`src/rtl/mdu_ctrl.sv`:
```
// rtl/mdu_ctrl.sv - multi-cycle MULT/MULTU/DIV/DIVU controller (optional MDU_FAST_MULT_EN)
module mdu_ctrl (
  input  logic        clk,
  input  logic        resetn,
  input  logic        start,
  input  logic [1:0]  op,
  input  logic [31:0] src_a,
  input  logic [31:0] src_b,
  input  logic        flush,
  output logic        stall,
  output logic        done,
  output logic [31:0] hi,
  output logic [31:0] lo
);

  typedef enum logic [1:0] {S_IDLE, S_MUL, S_DIV, S_DONE} state_t;

  state_t      state, state_nxt;
  logic [5:0]  cnt;
  logic [63:0] acc;      // mul: {partial product, multiplier}; div: {remainder, dividend/quotient}
  logic [31:0] opnd;     // mul: multiplicand magnitude; div: divisor magnitude
  logic        neg_res;  // product / quotient must be negated
  logic        neg_rem;  // remainder follows the dividend's sign

  // Operand decode and magnitudes, used when an op is accepted in IDLE
  logic        is_signed, is_div, sa, sb, div_zero, last;
  logic [31:0] abs_a, abs_b;
  assign is_signed = ~op[0];
  assign is_div    = op[1];
  assign sa        = is_signed & src_a[31];
  assign sb        = is_signed & src_b[31];
  assign abs_a     = sa ? (~src_a + 32'd1) : src_a;
  assign abs_b     = sb ? (~src_b + 32'd1) : src_b;
  assign div_zero  = is_div && (src_b == 32'd0);
  assign last      = (cnt == 6'd31);

  // One shift-add multiply step: add multiplicand if LSB set, shift right
  logic [32:0] mul_sum;
  logic [63:0] mul_nxt, prod_fix;
  assign mul_sum  = {1'b0, acc[63:32]} + (acc[0] ? {1'b0, opnd} : 33'd0);
  assign mul_nxt  = {mul_sum, acc[31:1]};
  assign prod_fix = neg_res ? (~mul_nxt + 64'd1) : mul_nxt;

  // One restoring divide step: shifted remainder is 33 bits, acc[63] is its MSB
  logic        div_ok;
  logic [31:0] div_rem, quo_fix, rem_fix;
  logic [63:0] div_nxt;
  assign div_ok  = acc[63] | (acc[62:31] >= opnd);
  assign div_rem = acc[62:31] - opnd;
  assign div_nxt = {div_ok ? div_rem : acc[62:31], acc[30:0], div_ok};
  assign quo_fix = neg_res ? (~div_nxt[31:0] + 32'd1) : div_nxt[31:0];
  assign rem_fix = neg_rem ? (~div_nxt[63:32] + 32'd1) : div_nxt[63:32];

`ifdef MDU_FAST_MULT_EN
  // Single-cycle product from the magnitudes, sign applied afterwards
  logic [63:0] fast_raw, fast_prod;
  assign fast_raw  = {32'd0, abs_a} * {32'd0, abs_b};
  assign fast_prod = (sa ^ sb) ? (~fast_raw + 64'd1) : fast_raw;
`endif

  // State register
  always_ff @(posedge clk or negedge resetn) begin
    if (!resetn) state <= S_IDLE;
    else         state <= state_nxt;
  end

  // Next-state and stall/done decode; flush overrides everything
  always_comb begin
    state_nxt = state;
    stall     = 1'b0;
    done      = 1'b0;
    case (state)
      S_IDLE: begin
        if (start) begin
          stall = 1'b1;
          if (div_zero)    state_nxt = S_DONE;
          else if (is_div) state_nxt = S_DIV;
          else begin
`ifdef MDU_FAST_MULT_EN
            state_nxt = S_DONE;
`else
            state_nxt = S_MUL;
`endif
          end
        end
      end
      S_MUL: begin
        stall = 1'b1;
        if (last) state_nxt = S_DONE;
      end
      S_DIV: begin
        stall = 1'b1;
        if (last) state_nxt = S_DONE;
      end
      S_DONE: begin
        done      = 1'b1;
        state_nxt = S_IDLE;
      end
      default: state_nxt = S_IDLE;
    endcase
    if (flush) begin
      state_nxt = S_IDLE;
      stall     = 1'b0;
      done      = 1'b0;
    end
  end

  // Datapath: operand latch, iteration, and result write on entry to DONE
  always_ff @(posedge clk or negedge resetn) begin
    if (!resetn) begin
      cnt     <= 6'd0;
      acc     <= 64'd0;
      opnd    <= 32'd0;
      neg_res <= 1'b0;
      neg_rem <= 1'b0;
      hi      <= 32'd0;
      lo      <= 32'd0;
    end else if (flush) begin
      cnt <= 6'd0;
    end else begin
      case (state)
        S_IDLE: begin
          if (start) begin
            cnt     <= 6'd0;
            neg_res <= sa ^ sb;
            neg_rem <= sa;
            if (is_div) begin
              acc  <= {32'd0, abs_a};
              opnd <= abs_b;
              if (div_zero) begin
                hi <= src_a;
                lo <= 32'hFFFF_FFFF;
              end
            end else begin
              acc  <= {32'd0, abs_b};
              opnd <= abs_a;
`ifdef MDU_FAST_MULT_EN
              {hi, lo} <= fast_prod;
`endif
            end
          end
        end
        S_MUL: begin
          acc <= mul_nxt;
          cnt <= cnt + 6'd1;
          if (last) {hi, lo} <= prod_fix;
        end
        S_DIV: begin
          acc <= div_nxt;
          cnt <= cnt + 6'd1;
          if (last) begin
            hi <= rem_fix;
            lo <= quo_fix;
          end
        end
        default: cnt <= 6'd0;
      endcase
    end
  end

endmodule

```
`config.mk`:
```
export PLATFORM = sky130hd
export DESIGN_NAME = mdu_ctrl
export DESIGN_NICKNAME = d
export VERILOG_FILES = /design/src/rtl/mdu_ctrl.sv
export SDC_FILE = /design/constraint.sdc
export NUM_CORES = 1
export LEC_CHECK = 0
export CORE_MARGIN = 2
export CORE_UTILIZATION = 45
export CTS_BUF_LIST = sky130_fd_sc_hd__clkbuf_8
export DETAILED_ROUTE_END_ITERATION = 8
export HOLD_SLACK_MARGIN = 0.15
export PLACE_DENSITY = 0.6
export SKIP_CTS_REPAIR_TIMING = 1
export SLEW_MARGIN = 5
export SYNTH_ARGS = -nofsm -noshare
export SYNTH_HDL_FRONTEND = slang
export SYNTH_SLANG_ARGS = --single-unit
```
`constraint.sdc`:
```
create_clock -name clk -period 7.3 [get_ports clk]
set_clock_uncertainty 0.1 [all_clocks]
set_input_delay 1.095 -clock clk [delete_from_list [all_inputs] [get_ports clk]]
set_output_delay 1.095 -clock clk [all_outputs]
set_load 0.01 [all_outputs]
```
==> flow_metrics.tcl <==
set metrics [dict create \
    path_delay_family "compound AO/OA/AOI/OAI gates" \
    vias 19099 \
    synth_fa_ha_area_share_pct 5.589 \
    fin_area_mm2 0.01965 \
    dpl.cell_count 2914 \
    cts.path.max_buffers 2 \
    cts.sink_count 170 \
    swShare_pct 55.29 \
    synth_top_family_by_area "compound AO/OA/AOI/OAI gates" \
    hold_class "reg -> reg" \
    ant_nets 0 \
    power_frac_clock_pct 9.3 \
    grt-ovfl-total 0 \
    wire_per_inst_um 24.31 \
    clk_pin_slew_ps 100 \
    hold_slack_ps 382.6 \
    fp.dieH_um 202.5 \
    max_clock_freq_ghz 0.1625 \
    timing.final.crit_share_pct 84.32 \
    start_util_pct 45.77 \
    layout.nets 2563 \
    diodes 0 \
    fin_tns_setup_ps 0 \
    power.internal_w 0.003685 \
    die_area_mm2 0.04100 \
    grt_pass1_vias 17745 \
    ir_worst_vdd_uv 440.1 \
    drc 0 \
    synth_area_per_cell_um2 7.308 \
    dr.first_iter.drc_count 2039 \
    rows 72 \
    worstSetupPathType "reg -> reg" \
    synth.distinct_cells 84 \
    io_pins 136 \
    cts_buffers 17 \
    critPathMaxFanout 42 \
    synth_ff_type "dfrtp_1" \
    place_congestion 0.9907 \
    power_frac_comb_pct 68.8 \
    syn-num-nets 2574 \
    power_density_mw_per_mm2 419.4 \
    start_kind "flip-flop" \
    required_ps 7600 \
    cts_tree "yes" \
    rsz0062_at_grt "false" \
    async_flop_share_pct 100.0 \
    outcome "finished clean" \
    tightestPinTransition_ps 1061 \
    seq_area_mm2 0.004255 \
    layout_min_cycle_time_ps 6155 \
    power.leakage_nw 7.915 \
    antenna_found_initial 2 \
    synth_compound_area_share_pct 31.64 \
    hold_violations 0 \
    area_growth_pct 10.85 \
    final_common_cell "nand2_1" \
    drv_cap 0 \
    synthMuxAreaShare_pct 1.503 \
    grt_usage_pct 34.56 \
    crit_arrival_ps 6460 \
    drt-total-wl_mm 71.63 \
    ys_warn_count 0 \
    crit_top_cell "a211oi_1" \
    die_w_um 202.5 \
    synth-seq-cells 170 \
    root_buffer "clkbuf_8" \
    crit_buf_inv 4 \
    cts_max_level 4 \
    p_switching_w 0.004557 \
    synthXorXnorAreaFrac_pct 10.13 \
    worstSetupEndpointType "flip-flop" \
    clk_latency_ps 540 \
    cpMaxStageDelayCell "nor3_1" \
    dpl_cell_area_mm2 0.01923 \
    crit_path_max_incr_delay_ps 770 \
    drive_gt1_share_pct 4.366 \
    seq_power_share_pct 21.8 \
    path_cells "inv_1, ha_1, fa_1, nand2b_1, a211oi_1, o21ba_2, o211ai_1, buf_4, nand2_1, buf_4, inv_2, a211oi_1, o221ai_1, nor3_1, a211oi_1, a41oi_1, a31oi_1" \
    coreArea_mm2 0.03874 \
    netlist_area_mm2 0.01773 \
    relSlewSlack_pct 28.82 \
    io_buffers 135 \
    setup_violations 0 \
    fin_cells 2946 \
    synth_edf_count 0 \
    grt_max_degree 114 \
    multi_input_comb_area_mm2 0.01254 \
    dp_hpwl_mm 54.25 \
    final_cell_mix "276 x nand2_1, 262 x o21ai_0, 245 x nor2_1, 203 x a21oi_1, 169 x dfrtp_1" \
    via_per_inst 6.483 \
    fill_cells 3888 \
    drv_slew 0 \
    drtPass1Iterations 8 \
    netlist_instances 2426 \
    grt_pass1_wl_mm 109.2 \
    seq_area_frac_synth_pct 23.99 \
    yosys.area_share.simple_pct 21.58 \
    finalPower_w 0.008241 \
]
[cell families (layout without fill, tap and decap cells)]
group / count (synthesis) / count (layout)
xor+xnor: 205 / 205
buf+inv: 260 / 262
simple gates: 813 / 813
compound gates: 874 / 874
mux: 26 / 26
fa+ha+maj: 78 / 78
flops: 170 / 170
[state kept, by name (all words and copies together), names as in the netlist]
register and flops:
neg_res 1, opnd 32, neg_rem 1, lo 32, acc 64, state 2, hi 32, cnt 6
[through the flow]
stage / util [%] / setup WS, ps
after global placement: 49.65 / 1341
after global routing: 50.73 / 838.5
after CTS: 50.73 / 1309
final: 50.73 / 1145
after detailed placement: 49.65 / 1329
after floorplan: - / 1458
[worst reg2reg max path: stages, from the launching register on]
cell and delay (ps):
dfrtp_1 600, inv_1 90, ha_1 240, fa_1 510, nand2b_1 250, a211oi_1 500
o21ba_2 240, o211ai_1 80, buf_4 210, nand2_1 220, buf_4 470, inv_2 500
a211oi_1 440, o221ai_1 310, nor3_1 770, a211oi_1 170, a41oi_1 220, a31oi_1 110
[area by class of cell]
type                            instances  share of cell area, %
Clock buffer                           17                  1.191
Clock inverter                         15                 0.9486
Tap cell                              518                  3.298
Multi-Input combinational cell       1996                  63.79
Inverter                               73                  1.394
Timing Repair Buffer                  157                  7.723
Sequential cell                       170                  21.65
[final timing paths]
check,slack (ps),end,start,cells after the start
worst max-delay path,1140,hi[31],acc[31],17
worst min-delay path,380,hi[10],hi[10],2
worst max register to register,1140,hi[31],acc[31],17
worst min register to register,380,hi[10],hi[10],2
max in group asynchronous,4790,neg_res,resetn,2
min in group asynchronous,590,cnt[2],resetn,1
[routing by layer]
layer	share of wire (%)	GRT usage, %	vias up
met5	0.036	0	-
met2	42	51.16	936
met1	45	49.38	9177
met3	9.7	8.539	126
li1	-	-	8856
met4	2.8	10.69	4
[synth_stat cells (all sizes together), types with 6 or more instances]
| cell | number | area share (%) |
|---|---|---|
| nand2 | 276 | 5.8 |
| o21ai | 276 | 7.8 |
| nor2 | 245 | 5.2 |
| a21oi | 203 | 5.7 |
| dfrtp | 170 | 24 |
| clkbuf | 168 | 3.6 |
| xnor2 | 145 | 7.2 |
| ha | 76 | 5.4 |
| inv | 72 | 1.5 |
| o31ai | 67 | 2.9 |
| nor3 | 60 | 1.8 |
| xor2 | 60 | 3.0 |
| a221oi | 45 | 2.2 |
| or3 | 37 | 1.4 |
| a21o | 33 | 1.4 |
| a211oi | 31 | 1.3 |
| a221o | 31 | 1.8 |
| nand3 | 27 | 0.76 |
| nand4 | 27 | 0.95 |
| a31oi | 25 | 0.88 |
| nor4 | 25 | 0.92 |
| o21a | 22 | 0.93 |
| mux2i | 21 | 1.2 |
| a22oi | 19 | 0.80 |
| buf | 19 | 0.46 |
| or4 | 19 | 0.87 |
| o41ai | 18 | 0.93 |
| or2 | 17 | 0.61 |
| and3 | 16 | 0.56 |
| nand2b | 13 | 0.46 |
| nor2b | 13 | 0.46 |
| o211ai | 11 | 0.47 |
| and2 | 10 | 0.35 |
| o22ai | 10 | 0.35 |
| o21bai | 9 | 0.38 |
| o221ai | 8 | 0.40 |
| nor3b | 7 | 0.30 |
| and4 | 6 | 0.30 |
[power by group through the flow]
| stage | Clock (W) | Sequential, W | Combinational (W) |
|---|---|---|---|
| after floorplan | 0 | 0.00158 | 0.00383 |
| after global placement | 0 | 0.00179 | 0.00549 |
| after detailed placement | 0 | 0.00180 | 0.00550 |
| after CTS | 0.000779 | 0.00178 | 0.00553 |
| after global routing | 0.000815 | 0.00184 | 0.00613 |
| final | 0.000768 | 0.00180 | 0.00567 |
No activity file was read; power rests on OpenSTA's default activity.
